### src/rtl/fruit_spawner.sv
// fruit_spawner: places a fruit on a 16x16 grid at a pseudo-random cell that never
// coincides with the character, counts fruits eaten, and respawns after each hit.
//
// Ports:
//   clk          in   system clock, all state on rising edge
//   reset        in   synchronous, active-high
//   enable       in   game running; 0 freezes FSM, score and outputs
//   hit          in   fruit==char level flag from the hit detector
//   charx/chary  in   character column/row (4 bits each)
//   fruitx/fruity out registered fruit column/row
//   fruit_valid  out  fruit on grid and eligible to be eaten
//   spawn_pulse  out  one-cycle strobe in the cycle a new position first appears
//   score        out  fruits eaten, saturating at 255
module fruit_spawner #(
  parameter logic [7:0]  LFSR_SEED = 8'hA5,
  parameter int unsigned MAX_TRIES = 4
) (
  input  logic       clk,
  input  logic       reset,
  input  logic       enable,
  input  logic       hit,
  input  logic [3:0] charx,
  input  logic [3:0] chary,
  output logic [3:0] fruitx,
  output logic [3:0] fruity,
  output logic       fruit_valid,
  output logic       spawn_pulse,
  output logic [7:0] score
);

  // An all-zero LFSR would lock up, so a zero seed is promoted to 1.
  localparam logic [7:0] SeedEff = (LFSR_SEED == 8'h00) ? 8'h01 : LFSR_SEED;

  localparam int unsigned TryW = (MAX_TRIES < 2) ? 1 : $clog2(MAX_TRIES + 1);
  localparam logic [TryW-1:0] TryMax = TryW'(MAX_TRIES);
  localparam logic [TryW-1:0] TryOne = TryW'(1);

  localparam logic [1:0] StIdle   = 2'd0;
  localparam logic [1:0] StSpawn  = 2'd1;
  localparam logic [1:0] StActive = 2'd2;

  logic [7:0]      lfsr_q, lfsr_d;
  logic [1:0]      state_q, state_d;
  logic [3:0]      fruitx_q, fruitx_d;
  logic [3:0]      fruity_q, fruity_d;
  logic            valid_q, valid_d;
  logic            pulse_q, pulse_d;
  logic [7:0]      score_q, score_d;
  logic [TryW-1:0] retry_q, retry_d;

  logic       feedback;
  logic [3:0] cand_x;
  logic [3:0] cand_y;

  assign feedback = lfsr_q[7] ^ lfsr_q[5] ^ lfsr_q[4] ^ lfsr_q[3];
  assign cand_x   = lfsr_q[3:0];
  assign cand_y   = lfsr_q[7:4];

  always_comb begin
    lfsr_d   = {lfsr_q[6:0], feedback};  // free-running, independent of enable
    state_d  = state_q;
    fruitx_d = fruitx_q;
    fruity_d = fruity_q;
    valid_d  = valid_q;
    pulse_d  = 1'b0;
    score_d  = score_q;
    retry_d  = retry_q;

    if (enable) begin
      case (state_q)
        StIdle: begin
          state_d = StSpawn;
        end
        StSpawn: begin
          if (retry_q == TryMax) begin
            // Half-grid offset in x always lands on a cell other than the character.
            fruitx_d = charx + 4'd8;
            fruity_d = chary;
            valid_d  = 1'b1;
            pulse_d  = 1'b1;
            retry_d  = '0;
            state_d  = StActive;
          end else if ((cand_x != charx) || (cand_y != chary)) begin
            fruitx_d = cand_x;
            fruity_d = cand_y;
            valid_d  = 1'b1;
            pulse_d  = 1'b1;
            retry_d  = '0;
            state_d  = StActive;
          end else begin
            retry_d = retry_q + TryOne;
          end
        end
        StActive: begin
          if (hit) begin
            valid_d = 1'b0;
            score_d = (score_q == 8'hFF) ? score_q : score_q + 8'd1;
            state_d = StSpawn;
          end
        end
        default: begin
          state_d = StIdle;
        end
      endcase
    end
  end

  always_ff @(posedge clk) begin
    if (reset) begin
      lfsr_q   <= SeedEff;
      state_q  <= StIdle;
      fruitx_q <= 4'd0;
      fruity_q <= 4'd0;
      valid_q  <= 1'b0;
      pulse_q  <= 1'b0;
      score_q  <= 8'd0;
      retry_q  <= '0;
    end else begin
      lfsr_q   <= lfsr_d;
      state_q  <= state_d;
      fruitx_q <= fruitx_d;
      fruity_q <= fruity_d;
      valid_q  <= valid_d;
      pulse_q  <= pulse_d;
      score_q  <= score_d;
      retry_q  <= retry_d;
    end
  end

  assign fruitx      = fruitx_q;
  assign fruity      = fruity_q;
  assign fruit_valid = valid_q;
  // Strobe is suppressed while the game is paused.
  assign spawn_pulse = pulse_q & enable;
  assign score       = score_q;

endmodule

### config.mk
export PLATFORM = sky130hd
export DESIGN_NAME = fruit_spawner
export DESIGN_NICKNAME = d
export VERILOG_FILES = /design/src/rtl/fruit_spawner.sv
export SDC_FILE = /design/constraint.sdc
export NUM_CORES = 1
export LEC_CHECK = 0
export BUFFER_PORTS_ARGS = -buffer_cell sky130_fd_sc_hd__buf_4
export CAP_MARGIN = 0
export CORE_MARGIN = 10
export CORE_UTILIZATION = 59
export CTS_CLUSTER_SIZE = 10
export DETAILED_ROUTE_END_ITERATION = 10
export HOLD_SLACK_MARGIN = 0.15
export PLACE_DENSITY = 0.83
export SYNTH_ARGS = -nofsm -noshare
export SYNTH_HDL_FRONTEND = slang
export SYNTH_SLANG_ARGS = --single-unit
### constraint.sdc
create_clock -name clk -period 3.14 [get_ports clk]
set_input_delay 0.628 -clock clk [delete_from_list [all_inputs] [get_ports clk]]
set_output_delay 0.628 -clock clk [all_outputs]
set_load 0.02 [all_outputs]
[Word level (Yosys, flattened, before mapping)]
Cells that the tools add are included.
Storage, ports and cells
  register bits after elaboration: 31
  input port bits: 12
  output and inout port bits: 18
  word-level logic and storage cells: 52
Operators by class
  $add $sub $neg: 3
  equal/unequal tests: 8
  multiplexer cells: 16
  bitwise operators: 7
  reductions and logical operators: 10
Operators with widths (number)
  4-bit two-way mux: 4
  8-bit by 1-bit adder with 8-bit output, second input constant: 1
  8-bit == test, second input constant: 1
  4-bit inequality test: 2
  4-bit AND reduction: 2
  2-bit two-way mux: 3
  3-bit two-way mux: 2
  2-bit one-hot mux with 3 select lines: 1
  3-bit AND reduction: 2
  1-bit two-way mux: 5
  4-bit adder, second input constant: 1
  2-bit nonzero test: 2
  3-bit by 1-bit adder with 3-bit output, second input constant: 1
  3-bit == test, second input constant: 1
  3-bit inequality test, second input constant: 1
  1-bit inverter: 3
  3-bit OR reduction: 1
  1-bit XOR: 3
  2-bit by 1-bit == test with 1-bit output, second input constant: 1
  2-bit == test, second input constant: 1
  2-bit zero test: 1
  2-bit inequality test, second input constant: 1
  1-bit one-hot mux with 2 select lines: 1
  2-bit AND reduction: 1
  2 further kinds: 2

[Depth between registers and ports, before layout]
Gate-level depths: netlist of run 1.
  depth after elaboration: 5
  depth in mapped cells: 8
  depth with buffers taken out: 6

[Worst setup path after synthesis of run 1]
No wires, ideal clock.
  path kind: input -> register
  start point: input charx[1]
  end point: register retry_q[1]
  library setup time: 70 ps
  arrival: 1765 ps
  required time: 3070 ps
  path slack: 1305 ps
  cell stages on the path: 4
  buffers on the path: 0
  path through: xor2_1 > or3_4 > or4_1 > a21oi_1
Between the ends
  longest elaborated chain between the ends: 4
RTL lines
  from (decl): line 22  | input logic [3:0] charx,
  4-bit inequality test: line 83  | end else if ((cand_x != charx) || (cand_y != chary)) begin
  1-bit logical OR: line 83
  3-bit two-way mux: line 83
  3-bit two-way mux: line 75  | if (retry_q == TryMax) begin
  to (signal assigned): line 126  | retry_q <= retry_d;
  to (decl): line 49  | logic [TryW-1:0] retry_q, retry_d;
Every way passes these cells.
A chain may end at the register's enable or synchronous reset.

[Worst setup path after layout of run 1]
  start point: register retry_q[0]
  end point: register fruity_q[1] (netlist: fruity[1])
Between the ends
  longest elaborated chain between the ends: 3
RTL lines
  3-bit == test *: line 75
  2-bit nonzero test (no source line)
  3-bit AND reduction (no source line)
  to (signal assigned): line 122  | fruity_q <= fruity_d;
  to (decl): line 45  | logic [3:0] fruity_q, fruity_d;
Mark *: on every way between the ends. The rest lies on a longest branch, timed or not.

==> results of run 1 <==
==> power groups by stage <==
stage / combinational (uW) / clock [uW] / sequential, uW
finish: 143 / 329 / 431
global placement: 137 / 0 / 438
detailed placement: 142 / 0 / 440
CTS: 143 / 335 / 431
floorplan: 90.4 / 0 / 447
global route: 157 / 356 / 434
==> state kept, by name (all words and copies together) (netlist names) <==
| name | count |
|---|---|
| state_q | 2 |
| retry_q | 3 |
| score | 8 |
| fruit_valid | 1 |
| lfsr_q | 8 |
| fruitx | 4 |
| pulse_q | 1 |
| fruity | 4 |
==> critical path: stages (launching register included) <==
cell	delay, ns
sky130_fd_sc_hd__dfxtp_1	0.40
sky130_fd_sc_hd__inv_1	0.07
sky130_fd_sc_hd__ha_1	0.23
sky130_fd_sc_hd__nand2_4	0.17
sky130_fd_sc_hd__and2_1	0.52
sky130_fd_sc_hd__a211oi_1	0.17
sky130_fd_sc_hd__or3_1	0.40
==> final cells by class <==
type | count | area [um2] | area share
Tap cell | 31 | 38.8 | 0.0194
Clock buffer | 6 | 51.3 | 0.0257
Sequential cell | 31 | 621 | 0.310
Clock inverter | 2 | 35.0 | 0.0175
Timing Repair Buffer | 30 | 225 | 0.113
Multi-Input combinational cell | 144 | 1010 | 0.503
Inverter | 6 | 22.5 | 0.0113
==> cell families (layout without fill, tap and decap cells) <==
group / count (synthesis) / after routing
buf+inv: 18 / 44
compound gates: 32 / 32
flops: 31 / 31
xor+xnor: 16 / 16
simple gates: 83 / 83
mux: 10 / 10
fa+ha+maj: 3 / 3
==> cell usage after synthesis (2+ instances only) <==
master and number:
sky130_fd_sc_hd__a21oi_1 3, sky130_fd_sc_hd__dfxtp_1 31, sky130_fd_sc_hd__mux2i_1 9, sky130_fd_sc_hd__xnor2_1 6, sky130_fd_sc_hd__nand2_1 13, sky130_fd_sc_hd__or4_1 2, sky130_fd_sc_hd__or3_1 8, sky130_fd_sc_hd__buf_2 8
sky130_fd_sc_hd__nor2b_1 12, sky130_fd_sc_hd__nand4_1 4, sky130_fd_sc_hd__and3_1 2, sky130_fd_sc_hd__nand2b_1 6, sky130_fd_sc_hd__xor2_1 10, sky130_fd_sc_hd__ha_1 3, sky130_fd_sc_hd__and2_1 3, sky130_fd_sc_hd__clkbuf_8 2
sky130_fd_sc_hd__o31ai_1 8, sky130_fd_sc_hd__or2_2 3, sky130_fd_sc_hd__inv_1 6, sky130_fd_sc_hd__and4_1 8, sky130_fd_sc_hd__o2111ai_1 3, sky130_fd_sc_hd__a211oi_1 9, sky130_fd_sc_hd__o21ai_0 3, sky130_fd_sc_hd__o211ai_1 3
sky130_fd_sc_hd__nor2_1 13
==> metal layers <==
metal  part of all wire  up-vias  wire length [um]
li1                   -      739                 -
met1               0.46      690              1760
met2               0.46       32              1730
met3              0.064        7               244
met4              0.018        0                70
met5                  0        -                 0
==> through the flow <==
| stage | cell area, um2 | util | total power [uW] |
|---|---|---|---|
| finish | 2000 | 0.719 | 903 |
| global route | 2000 | 0.719 | 947 |
| CTS | 2000 | 0.719 | 909 |
| detailed placement | 1910 | 0.688 | 582 |
| global placement | 1910 | 0.688 | 575 |
| floorplan | 1730 | - | 537 |
==> path summary, 6_finish.rpt <==
kind                                    end  cells after the start
worst max-delay path              fruity[1]                      6
worst min-delay path            fruit_valid                      2
worst min register to register  fruit_valid                      2
worst max register to register    fruity[1]                      6
==> results_tabular.tex, run 1 <==
\begin{tabular}{lr}
\hline
Metric & Value \\
\hline
\multicolumn{2}{l}{\textbf{Run status}} \\
\quad Run status & completed \\
\multicolumn{2}{l}{\textbf{Place}} \\
\quad Number of cells in the design after placement & 242 \\
\quad Detail Placement HPWL & 2800 um \\
\quad Post-Place Worst Slack & 0.950 ns \\
\quad Count of input and output buffers & 29 \\
\quad Routability congestion estimate from global placement & 0.855 \\
\multicolumn{2}{l}{\textbf{CTS}} \\
\quad Maximum count of clock buffers along a single path & 2 \\
\quad Post-CTS Setup Bufs & 0 \\
\quad Worst skew pair latency & 0.34 ns \\
\quad Post-CTS Hold Fix Bufs & 0 \\
\quad Clock H-tree levels & 2 \\
\quad CTS-repair resized insts & 0 \\
\quad Clock Pin Slew Worst Setup and Hold Paths & 0.10 ns \\
\quad TritonCTS Buffers & 5 \\
\quad Number of sinks on the clock net & 31 \\
\quad TritonCTS clock tree & done \\
\quad Root buffer selected by CTS & sky130\_fd\_sc\_hd\_\_clkbuf\_4 \\
\multicolumn{2}{l}{\textbf{Routing}} \\
\quad Number of detailed-route iterations in the first pass & 4 \\
\quad DRC violation total after the first TritonRoute iteration & 123 \\
\quad Routed len/inst & 15.2 um \\
\quad Routed Wire Length & 3800 um \\
\quad Average vias per placed instance & 5.87 \\
\quad DRC errors left & 0 \\
\quad Remaining number of nets flagged by the antenna check after routing & 0 \\
\quad Vias & 1468 \\
\multicolumn{2}{l}{\textbf{Cells and area}} \\
\quad Highest-count cells in the layout ignoring fill and taps & sky130\_fd\_sc\_hd\_\_dfxtp\_1, sky130\_fd\_sc\_hd\_\_buf\_4, sky130\_fd\_sc\_hd\_\_nand2\_1, sky130\_fd\_sc\_hd\_\_nor2\_1, sky130\_fd\_sc\_hd\_\_nor2b\_1 \\
\quad Non-filler cells, final & 250 \\
\quad Count of filler cells inserted in the layout & 224 \\
\quad Ant diodes & 0 \\
\quad Leading cell type in the layout, fill and taps excluded & sky130\_fd\_sc\_hd\_\_dfxtp\_1 \\
\quad Fraction of final layout cells sized beyond drive strength 1 & 0.210 \\
\quad Post-layout nets & 233 \\
\quad Area growth from synthesis to final layout & 15.7\% \\
\multicolumn{2}{l}{\textbf{Pwr}} \\
\quad Power density cells & 452 nW/um2 \\
\quad Leakage power of the design & 0.000882 uW \\
\quad Share of power burned in the clock network & 0.365 \\
\quad Cell internal pwr & 663 uW \\
\quad Sequential share of power & 0.477 \\
\quad Switching part of the total & 0.266 \\
\quad Worst-case vdd ir drop & 0.481 mV \\
\quad Combinational share of power & 0.158 \\
\quad Power dissipated by switching net loads & 240 uW \\
\multicolumn{2}{l}{\textbf{Global routing}} \\
\quad Number of antenna violations at the first check in global routing & 0 \\
\quad GRT busiest layer & met2 \\
\quad Largest net degree at the start of global routing & 36 \\
\quad Met3 routing resource usage after global routing & 0.0519 \\
\quad GR Util All Layers & 0.142 \\
\quad Wire length of the first global-routing pass & 6330 um \\
\quad Met2 Use GR & 0.218 \\
\quad Vias in the first global route & 1398 \\
\quad Remaining global-route overflow & 0 \\
\quad GRT met1 Usage & 0.176 \\
\multicolumn{2}{l}{\textbf{Synthesis}} \\
\quad Summed instance area of the synthesized netlist & 1730 um2 \\
\quad Share of the synthesized area in compound gates (AO/OA/AOI/OAI) & 0.131 \\
\quad Most frequently used flop master after synthesis & sky130\_fd\_sc\_hd\_\_dfxtp\_1 \\
\quad Multiplexer area fraction after synthesis & 0.0587 \\
\quad Cell accounting for the most synthesized area & sky130\_fd\_sc\_hd\_\_dfxtp\_1 \\
\quad Post-synthesis simple-gate area fraction & 0.290 \\
\quad Count of flip-flops with a built-in enable after synthesis & 0 \\
\quad Synth warn & 0 \\
\quad Post-synthesis adder-cell area fraction & 0.0217 \\
\quad Cell types occupying the most area after synthesis & sky130\_fd\_sc\_hd\_\_dfxtp\_1, sky130\_fd\_sc\_hd\_\_mux2i\_1, sky130\_fd\_sc\_hd\_\_xor2\_1 \\
\quad Number of register bits inferred by synthesis & 31 \\
\quad Largest family of logic cells by synthesized area & simple AND/OR/NAND/NOR gates \\
\quad Gate count after technology mapping & 193 \\
\quad Proportion of netlist area held by the largest area contributor & 0.359 \\
\quad Share of the yosys chip area belonging to registers & 0.359 \\
\quad Synth Net Count & 208 \\
\quad Netlist cell types & 40 \\
\quad Syn avg cell area & 8.95 um2 \\
\quad Fraction of synthesis flops using an asynchronous set or reset pin & 0 \\
\quad Xor and xnor area share after synthesis & 0.0811 \\
\multicolumn{2}{l}{\textbf{Worst setup path}} \\
\quad Data arrival, critical path & 2.30 ns \\
\quad Worst setup EP type & flop \\
\quad Critical path startpoint category & flop \\
\quad Crit Path Max Fanout & 18 \\
\quad Crit path required time & 3.37 ns \\
\quad RR Startpoint & retry\_q[0] \\
\quad Worst setup path start & retry\_q[0] \\
\quad Register-to-register path setup slack & 1.07 ns \\
\quad Worst setup path class & reg -> reg \\
\multicolumn{2}{l}{\textbf{Timing}} \\
\quad Minimum setup slack in the final design & 1.07 ns \\
\quad Pins Over Slew Limit & 0 \\
\quad Worst max-slew margin expressed relative to the limit & 0.616 \\
\quad Share of the cycle needed by the critical path after routing & 0.660 \\
\quad RSZ-0062 raised after global routing & false \\
\quad Pin slew with the least headroom to its limit & 0.575 ns \\
\quad Setup violators final & 0 \\
\quad Tmin final & 2.07 ns \\
\quad Max Clock Skew & 0.00804 ns \\
\quad Worst hold margin & 0.471 ns \\
\quad Final-layout setup total negative slack & 0 ns \\
\quad Fmax & 483 MHz \\
\quad Hold Violations, Final & 0 \\
\multicolumn{2}{l}{\textbf{Die}} \\
\quad Die Y & 74.1 um \\
\quad Initial standard-cell utilization of the core & 0.621 \\
\quad Total Die Area & 5490 um2 \\
\quad Die Wd & 74.1 um \\
\quad Number of placement rows & 19 \\
\quad Area of the core & 2780 um2 \\
\quad Top-Level Pins & 30 \\
\multicolumn{2}{l}{\textbf{Flow run}} \\
\quad Max-cap violation count & 0 \\
\multicolumn{2}{l}{\textbf{Min path}} \\
\quad Worst hold-check path type & reg -> reg \\
\quad Worst Min Path Start & fruit\_valid \\
\hline
\end{tabular}
Note: power is estimated with default switching activity, not from simulation.
==> run 2: changes to the inputs <==
Settings changed: CORE_UTILIZATION 59 to 55, PLACE_DENSITY 0.83 to 0.79.
Clock period 3.14 ns to 2 ns, I/O delays scaled along.
==> run 2 against run 1 <==
Final cell count increased by 6.0%. Non-clock buffer count increased by 3. Highest routed layer unchanged. Count of clock-buffer cells in the layout unchanged. Setup slack got worse by 0.92 ns. Sequential power increased by 57%. Critical path type unchanged. Via count decreased by 0.27%. Flip-flop and latch count unchanged. Maximum frequency increased by 12%. Sequential share of layout area decreased by 0.15 points.
==> results_tabular.tex, run 2 (synthesis results as in run 1) <==
\begin{tabular}{lr}
\hline
Metric & Value \\
\hline
\multicolumn{2}{l}{\textbf{Global routing}} \\
\quad Wire length of the first global-routing pass & 6820 um \\
\quad Remaining global-route overflow & 0 \\
\quad GR Util All Layers & 0.136 \\
\quad Number of antenna violations at the first check in global routing & 0 \\
\quad Vias in the first global route & 1478 \\
\quad Largest net degree at the start of global routing & 25 \\
\multicolumn{2}{l}{\textbf{Routing}} \\
\quad Number of detailed-route iterations in the first pass & 4 \\
\quad Routed len/inst & 14.9 um \\
\quad DRC errors left & 0 \\
\quad Vias & 1464 \\
\quad Average vias per placed instance & 5.52 \\
\quad Routed Wire Length & 3940 um \\
\quad Remaining number of nets flagged by the antenna check after routing & 0 \\
\quad DRC violation total after the first TritonRoute iteration & 70 \\
\multicolumn{2}{l}{\textbf{Pwr}} \\
\quad Cell internal pwr & 911 uW \\
\quad Power density cells & 634 nW/um2 \\
\quad Power dissipated by switching net loads & 362 uW \\
\quad Share of power burned in the clock network & 0.288 \\
\quad Sequential share of power & 0.531 \\
\quad Switching part of the total & 0.284 \\
\quad Worst-case vdd ir drop & 0.342 mV \\
\quad Combinational share of power & 0.181 \\
\quad Leakage power of the design & 0.000881 uW \\
\multicolumn{2}{l}{\textbf{CTS}} \\
\quad Worst skew pair latency & 0.32 ns \\
\quad TritonCTS clock tree & done \\
\quad Clock H-tree levels & 2 \\
\quad Maximum count of clock buffers along a single path & 2 \\
\quad Post-CTS Hold Fix Bufs & 0 \\
\quad Number of sinks on the clock net & 31 \\
\quad Post-CTS Setup Bufs & 0 \\
\quad Root buffer selected by CTS & sky130\_fd\_sc\_hd\_\_clkbuf\_4 \\
\quad TritonCTS Buffers & 5 \\
\quad Clock Pin Slew Worst Setup and Hold Paths & 0.09 ns \\
\multicolumn{2}{l}{\textbf{Die}} \\
\quad Total Die Area & 5780 um2 \\
\quad Area of the core & 3030 um2 \\
\quad Number of placement rows & 20 \\
\quad Top-Level Pins & 30 \\
\quad Die Y & 76.1 um \\
\quad Initial standard-cell utilization of the core & 0.571 \\
\quad Die Wd & 76.1 um \\
\multicolumn{2}{l}{\textbf{Cells and area}} \\
\quad End-of-flow core utilization & 0.664 \\
\quad Non-filler cells, final & 265 \\
\quad Fraction of final layout cells sized beyond drive strength 1 & 0.222 \\
\quad Ant diodes & 0 \\
\quad Leading cell type in the layout, fill and taps excluded & sky130\_fd\_sc\_hd\_\_buf\_4 \\
\quad Post-layout nets & 236 \\
\quad Area growth from synthesis to final layout & 16.3\% \\
\quad Finished Cell Area & 2010 um2 \\
\quad Highest-count cells in the layout ignoring fill and taps & sky130\_fd\_sc\_hd\_\_buf\_4, sky130\_fd\_sc\_hd\_\_dfxtp\_1, sky130\_fd\_sc\_hd\_\_nand2\_1, sky130\_fd\_sc\_hd\_\_nor2\_1, sky130\_fd\_sc\_hd\_\_nor2b\_1 \\
\multicolumn{2}{l}{\textbf{Timing}} \\
\quad Worst max-slew margin expressed relative to the limit & 0.625 \\
\quad RSZ-0062 raised after global routing & false \\
\quad Fmax & 541 MHz \\
\quad Setup violators final & 0 \\
\quad Max Clock Skew & 0.00333 ns \\
\quad Pins Over Slew Limit & 0 \\
\quad Final-layout setup total negative slack & 0 ns \\
\quad Share of the cycle needed by the critical path after routing & 0.925 \\
\quad Pin slew with the least headroom to its limit & 0.563 ns \\
\quad Hold Violations, Final & 0 \\
\quad Tmin final & 1.85 ns \\
\multicolumn{2}{l}{\textbf{Run status}} \\
\quad Run status & completed \\
\multicolumn{2}{l}{\textbf{Place}} \\
\quad Detail Placement HPWL & 2930 um \\
\quad Routability congestion estimate from global placement & 0.805 \\
\quad Count of input and output buffers & 29 \\
\quad Number of cells in the design after placement & 258 \\
\quad Placed cell area & 1950 um2 \\
\multicolumn{2}{l}{\textbf{Worst setup path}} \\
\quad Crit Path Max Fanout & 18 \\
\quad Data arrival, critical path & 2.06 ns \\
\quad Crit path required time & 2.21 ns \\
\quad Critical path startpoint category & flop \\
\quad Worst setup path class & reg -> reg \\
\quad Worst setup EP type & flop \\
\multicolumn{2}{l}{\textbf{Flow run}} \\
\quad Max-cap violation count & 0 \\
\multicolumn{2}{l}{\textbf{Min path}} \\
\quad Worst hold-check path type & in -> reg \\
\hline
\end{tabular}
[run 2: changes by cell type in the layout (fill, tap and decap cells not counted)]
cell,delta
sky130_fd_sc_hd__buf_4,+3
sky130_fd_sc_hd__and2_1,-1
sky130_fd_sc_hd__bufinv_16,-1
sky130_fd_sc_hd__and2_2,+1
[run 2: layout make-up]
cell class / count / area (um2)
inverter: 6 / 22.5
multi-input combinational: 144 / 1010
fill: 275 / 1020
timing repair buffer: 33 / 248
tap: 44 / 55.1
clock buffer: 6 / 51.3
sequential: 31 / 621
clock inverter: 1 / 5.00
[run 2: layer usage]
| metal | track usage | wire, um |
|---|---|---|
| met1 | 0.151 | 1690 |
| met2 | 0.236 | 2000 |
| met3 | 0.0507 | 218 |
| met4 | 0.0390 | 31 |
| met5 | 0 | 0 |
[run 2: power groups by stage]
stage                     Sequential [uW]  Clock [uW]  Combinational (uW)
final                                 676         367                 230
after global routing                  681         408                 252
after CTS                             676         378                 229
after detailed placement              690           0                 228
after global placement                688           0                 219
after floorplan                       701           0                 142
[run 2: what timing repair did]
action                                  4_1_cts  5_1_grt
endpoints found under the hold margin         0        0
gates resized for setup                       0        1
endpoints found under the setup margin        0        8
[run 2: final timing paths]
| check | to | depth (start not counted) | slack [ns] | startpoint |
|---|---|---|---|---|
| max | fruity[2] | 4 | 0.15 | lfsr_q[3] |
| max reg2reg | fruity[2] | 4 | 0.15 | lfsr_q[3] |
| min reg2reg | fruit_valid | 2 | 0.47 | fruit_valid |
| min | state_q[1] | 4 | 0.39 | hit |
[run 2: stage by stage]
stage          setup slack, ns  power (uW)  hold WS, ns
3_5_place_dp            0.0198         918        0.455
6_report                 0.151        1270        0.391
3_3_place_gp            0.0619         908        0.449
4_1_cts                 0.0737        1280        0.384
5_1_grt                 0.0111        1340        0.422
2_1_floorplan            0.254         843        0.446
[run 2: critical path: stages (launching register included)]
cell,delay [ns]
sky130_fd_sc_hd__dfxtp_1,0.43
sky130_fd_sc_hd__xnor2_1,0.17
sky130_fd_sc_hd__and4_1,0.59
sky130_fd_sc_hd__a211oi_1,0.16
sky130_fd_sc_hd__or3_1,0.38
==> run 3: changes to the inputs <==
Settings changed: PLACE_DENSITY 0.79 to default, PLACE_DENSITY_LB_ADDON from default to 0.3.
==> run 3 against run 2 <==
Cell area rose by 1.4%. Critical path depth rose by 3. First-iteration DRC count fell by 27%. Setup slack got worse by 0.021 ns. Power rose by 4.7%. Critical endpoint is now fruity[3].
==> results_tabular.tex, run 3 (synthesis results as in run 1) <==
\begin{tabular}{lr}
\hline
Metric & Value \\
\hline
\multicolumn{2}{l}{\textbf{Run status}} \\
\quad Run status & completed \\
\multicolumn{2}{l}{\textbf{Timing}} \\
\quad Share of the cycle needed by the critical path after routing & 0.935 \\
\quad Final-layout setup total negative slack & 0 ns \\
\quad Worst max-slew margin expressed relative to the limit & 0.700 \\
\quad Setup violators final & 0 \\
\quad Pin slew with the least headroom to its limit & 0.451 ns \\
\quad RSZ-0062 raised after global routing & false \\
\quad Tmin final & 1.87 ns \\
\quad Fmax & 535 MHz \\
\quad Hold Violations, Final & 0 \\
\quad Worst hold margin & 0.324 ns \\
\quad Max Clock Skew & 0.00409 ns \\
\quad Pins Over Slew Limit & 0 \\
\multicolumn{2}{l}{\textbf{Global routing}} \\
\quad Largest net degree at the start of global routing & 23 \\
\quad Vias in the first global route & 1508 \\
\quad Wire length of the first global-routing pass & 6670 um \\
\quad Number of antenna violations at the first check in global routing & 0 \\
\quad GR Util All Layers & 0.135 \\
\quad Remaining global-route overflow & 0 \\
\multicolumn{2}{l}{\textbf{Cells and area}} \\
\quad Ant diodes & 0 \\
\quad Area growth from synthesis to final layout & 17.9\% \\
\quad Leading cell type in the layout, fill and taps excluded & sky130\_fd\_sc\_hd\_\_buf\_4 \\
\quad End-of-flow core utilization & 0.673 \\
\quad Area used by multi-input combinational logic & 1010 um2 \\
\quad Post-layout nets & 238 \\
\quad Finished Cell Area & 2040 um2 \\
\quad Seq. cell area & 621 um2 \\
\quad Count of filler cells inserted in the layout & 269 \\
\quad Fraction of final layout cells sized beyond drive strength 1 & 0.228 \\
\quad Highest-count cells in the layout ignoring fill and taps & sky130\_fd\_sc\_hd\_\_buf\_4, sky130\_fd\_sc\_hd\_\_dfxtp\_1, sky130\_fd\_sc\_hd\_\_nand2\_1, sky130\_fd\_sc\_hd\_\_nor2\_1, sky130\_fd\_sc\_hd\_\_nor2b\_1 \\
\multicolumn{2}{l}{\textbf{Die}} \\
\quad Area of the core & 3030 um2 \\
\quad Total Die Area & 5780 um2 \\
\quad Die Y & 76.1 um \\
\quad Number of placement rows & 20 \\
\quad Initial standard-cell utilization of the core & 0.571 \\
\quad Top-Level Pins & 30 \\
\quad Die Wd & 76.1 um \\
\multicolumn{2}{l}{\textbf{Worst setup path}} \\
\quad Register-to-register path setup slack & 0.13 ns \\
\quad Worst setup path class & reg -> reg \\
\quad Worst setup EP type & flop \\
\quad Crit path required time & 2.23 ns \\
\quad Data arrival, critical path & 2.10 ns \\
\quad Reg2reg path depth & 7 \\
\quad Crit Path Max Fanout & 9 \\
\quad Critical path startpoint category & flop \\
\multicolumn{2}{l}{\textbf{Routing}} \\
\quad Remaining number of nets flagged by the antenna check after routing & 0 \\
\quad Vias & 1502 \\
\quad Routed len/inst & 14.6 um \\
\quad Routed Wire Length & 3920 um \\
\quad DRC errors left & 0 \\
\quad Average vias per placed instance & 5.60 \\
\quad Number of detailed-route iterations in the first pass & 4 \\
\quad DRC violation total after the first TritonRoute iteration & 51 \\
\multicolumn{2}{l}{\textbf{CTS}} \\
\quad TritonCTS clock tree & done \\
\quad Number of sinks on the clock net & 31 \\
\quad Maximum count of clock buffers along a single path & 2 \\
\quad Root buffer selected by CTS & sky130\_fd\_sc\_hd\_\_clkbuf\_4 \\
\quad Clock Pin Slew Worst Setup and Hold Paths & 0.10 ns \\
\quad Worst skew pair latency & 0.34 ns \\
\quad Post-CTS Setup Bufs & 0 \\
\quad Clock H-tree levels & 2 \\
\quad TritonCTS Buffers & 5 \\
\quad Post-CTS Hold Fix Bufs & 0 \\
\multicolumn{2}{l}{\textbf{Flow run}} \\
\quad Max-cap violation count & 0 \\
\multicolumn{2}{l}{\textbf{Pwr}} \\
\quad Combinational share of power & 0.177 \\
\quad Power density cells & 655 nW/um2 \\
\quad Leakage power of the design & 0.000897 uW \\
\quad Power dissipated by switching net loads & 374 uW \\
\quad Sequential share of power & 0.506 \\
\quad Cell internal pwr & 959 uW \\
\quad Worst-case vdd ir drop & 0.506 mV \\
\quad Share of power burned in the clock network & 0.317 \\
\quad Switching part of the total & 0.280 \\
\multicolumn{2}{l}{\textbf{Place}} \\
\quad Detail Placement HPWL & 2990 um \\
\quad Placed cell area & 1970 um2 \\
\quad Count of input and output buffers & 29 \\
\quad Routability congestion estimate from global placement & 0.749 \\
\multicolumn{2}{l}{\textbf{Min path}} \\
\quad Worst hold-check path type & in -> reg \\
\quad Cell count of the worst hold path & 2 \\
\hline
\end{tabular}
-- run 3: cell types whose count changed in the layout (fill, tap and decap cells not counted) --
cell / delta
sky130_fd_sc_hd__clkbuf_1: +1
sky130_fd_sc_hd__clkinv_2: -1
sky130_fd_sc_hd__clkbuf_8: +1
sky130_fd_sc_hd__buf_4: +2
-- run 3: metrics by stage --
step	total power, uW	setup slack, ns	cells
after global routing	1400	0.0391	268
final	1330	0.129	268
after CTS	1340	0.0926	268
after detailed placement	923	0.0856	260
after floorplan	843	0.254	193
after global placement	912	0.161	260
-- run 3: path summary, 6_finish.rpt --
path	start	to
max	retry_q[0]	fruity[3]
min	reset	lfsr_q[3]
max reg2reg	retry_q[0]	fruity[3]
min reg2reg	fruit_valid	fruit_valid
-- run 3: critical path: stages, from the launching register on --
cell,delay (ns)
sky130_fd_sc_hd__dfxtp_1,0.40
sky130_fd_sc_hd__inv_1,0.06
sky130_fd_sc_hd__ha_1,0.23
sky130_fd_sc_hd__nand2_4,0.08
sky130_fd_sc_hd__buf_4,0.19
sky130_fd_sc_hd__mux2i_1,0.35
sky130_fd_sc_hd__a211oi_1,0.08
sky130_fd_sc_hd__or3_1,0.37
-- run 3: layer usage --
layer / vias up / share of wire / track usage
met5: - / 0 / 0
met4: 0 / 0.021 / 0.0743
met3: 8 / 0.058 / 0.0448
met2: 30 / 0.51 / 0.236
met1: 705 / 0.41 / 0.140
li1: 759 / - / -
-- run 3: layout make-up --
class                           instances  share of cell area
Tap cell                               44              0.0270
Inverter                                6              0.0111
Clock buffer                            8              0.0338
Sequential cell                        31               0.305
Multi-Input combinational cell        144               0.494
Timing Repair Buffer                   35               0.129
-- run 3: power by group through the flow --
stage | Sequential (uW) | Combinational [uW] | Clock [uW]
2_1_floorplan | 701 | 142 | 0
3_3_place_gp | 687 | 225 | 0
3_5_place_dp | 689 | 234 | 0
4_1_cts | 675 | 236 | 429
5_1_grt | 680 | 258 | 458
6_report | 675 | 235 | 423
-- run 3: what timing repair did --
| action | in CTS | in global routing |
|---|---|---|
| endpoints found under the hold margin | 0 | 0 |
| resized for setup | 0 | 1 |
| endpoints found under the setup margin | 0 | 7 |
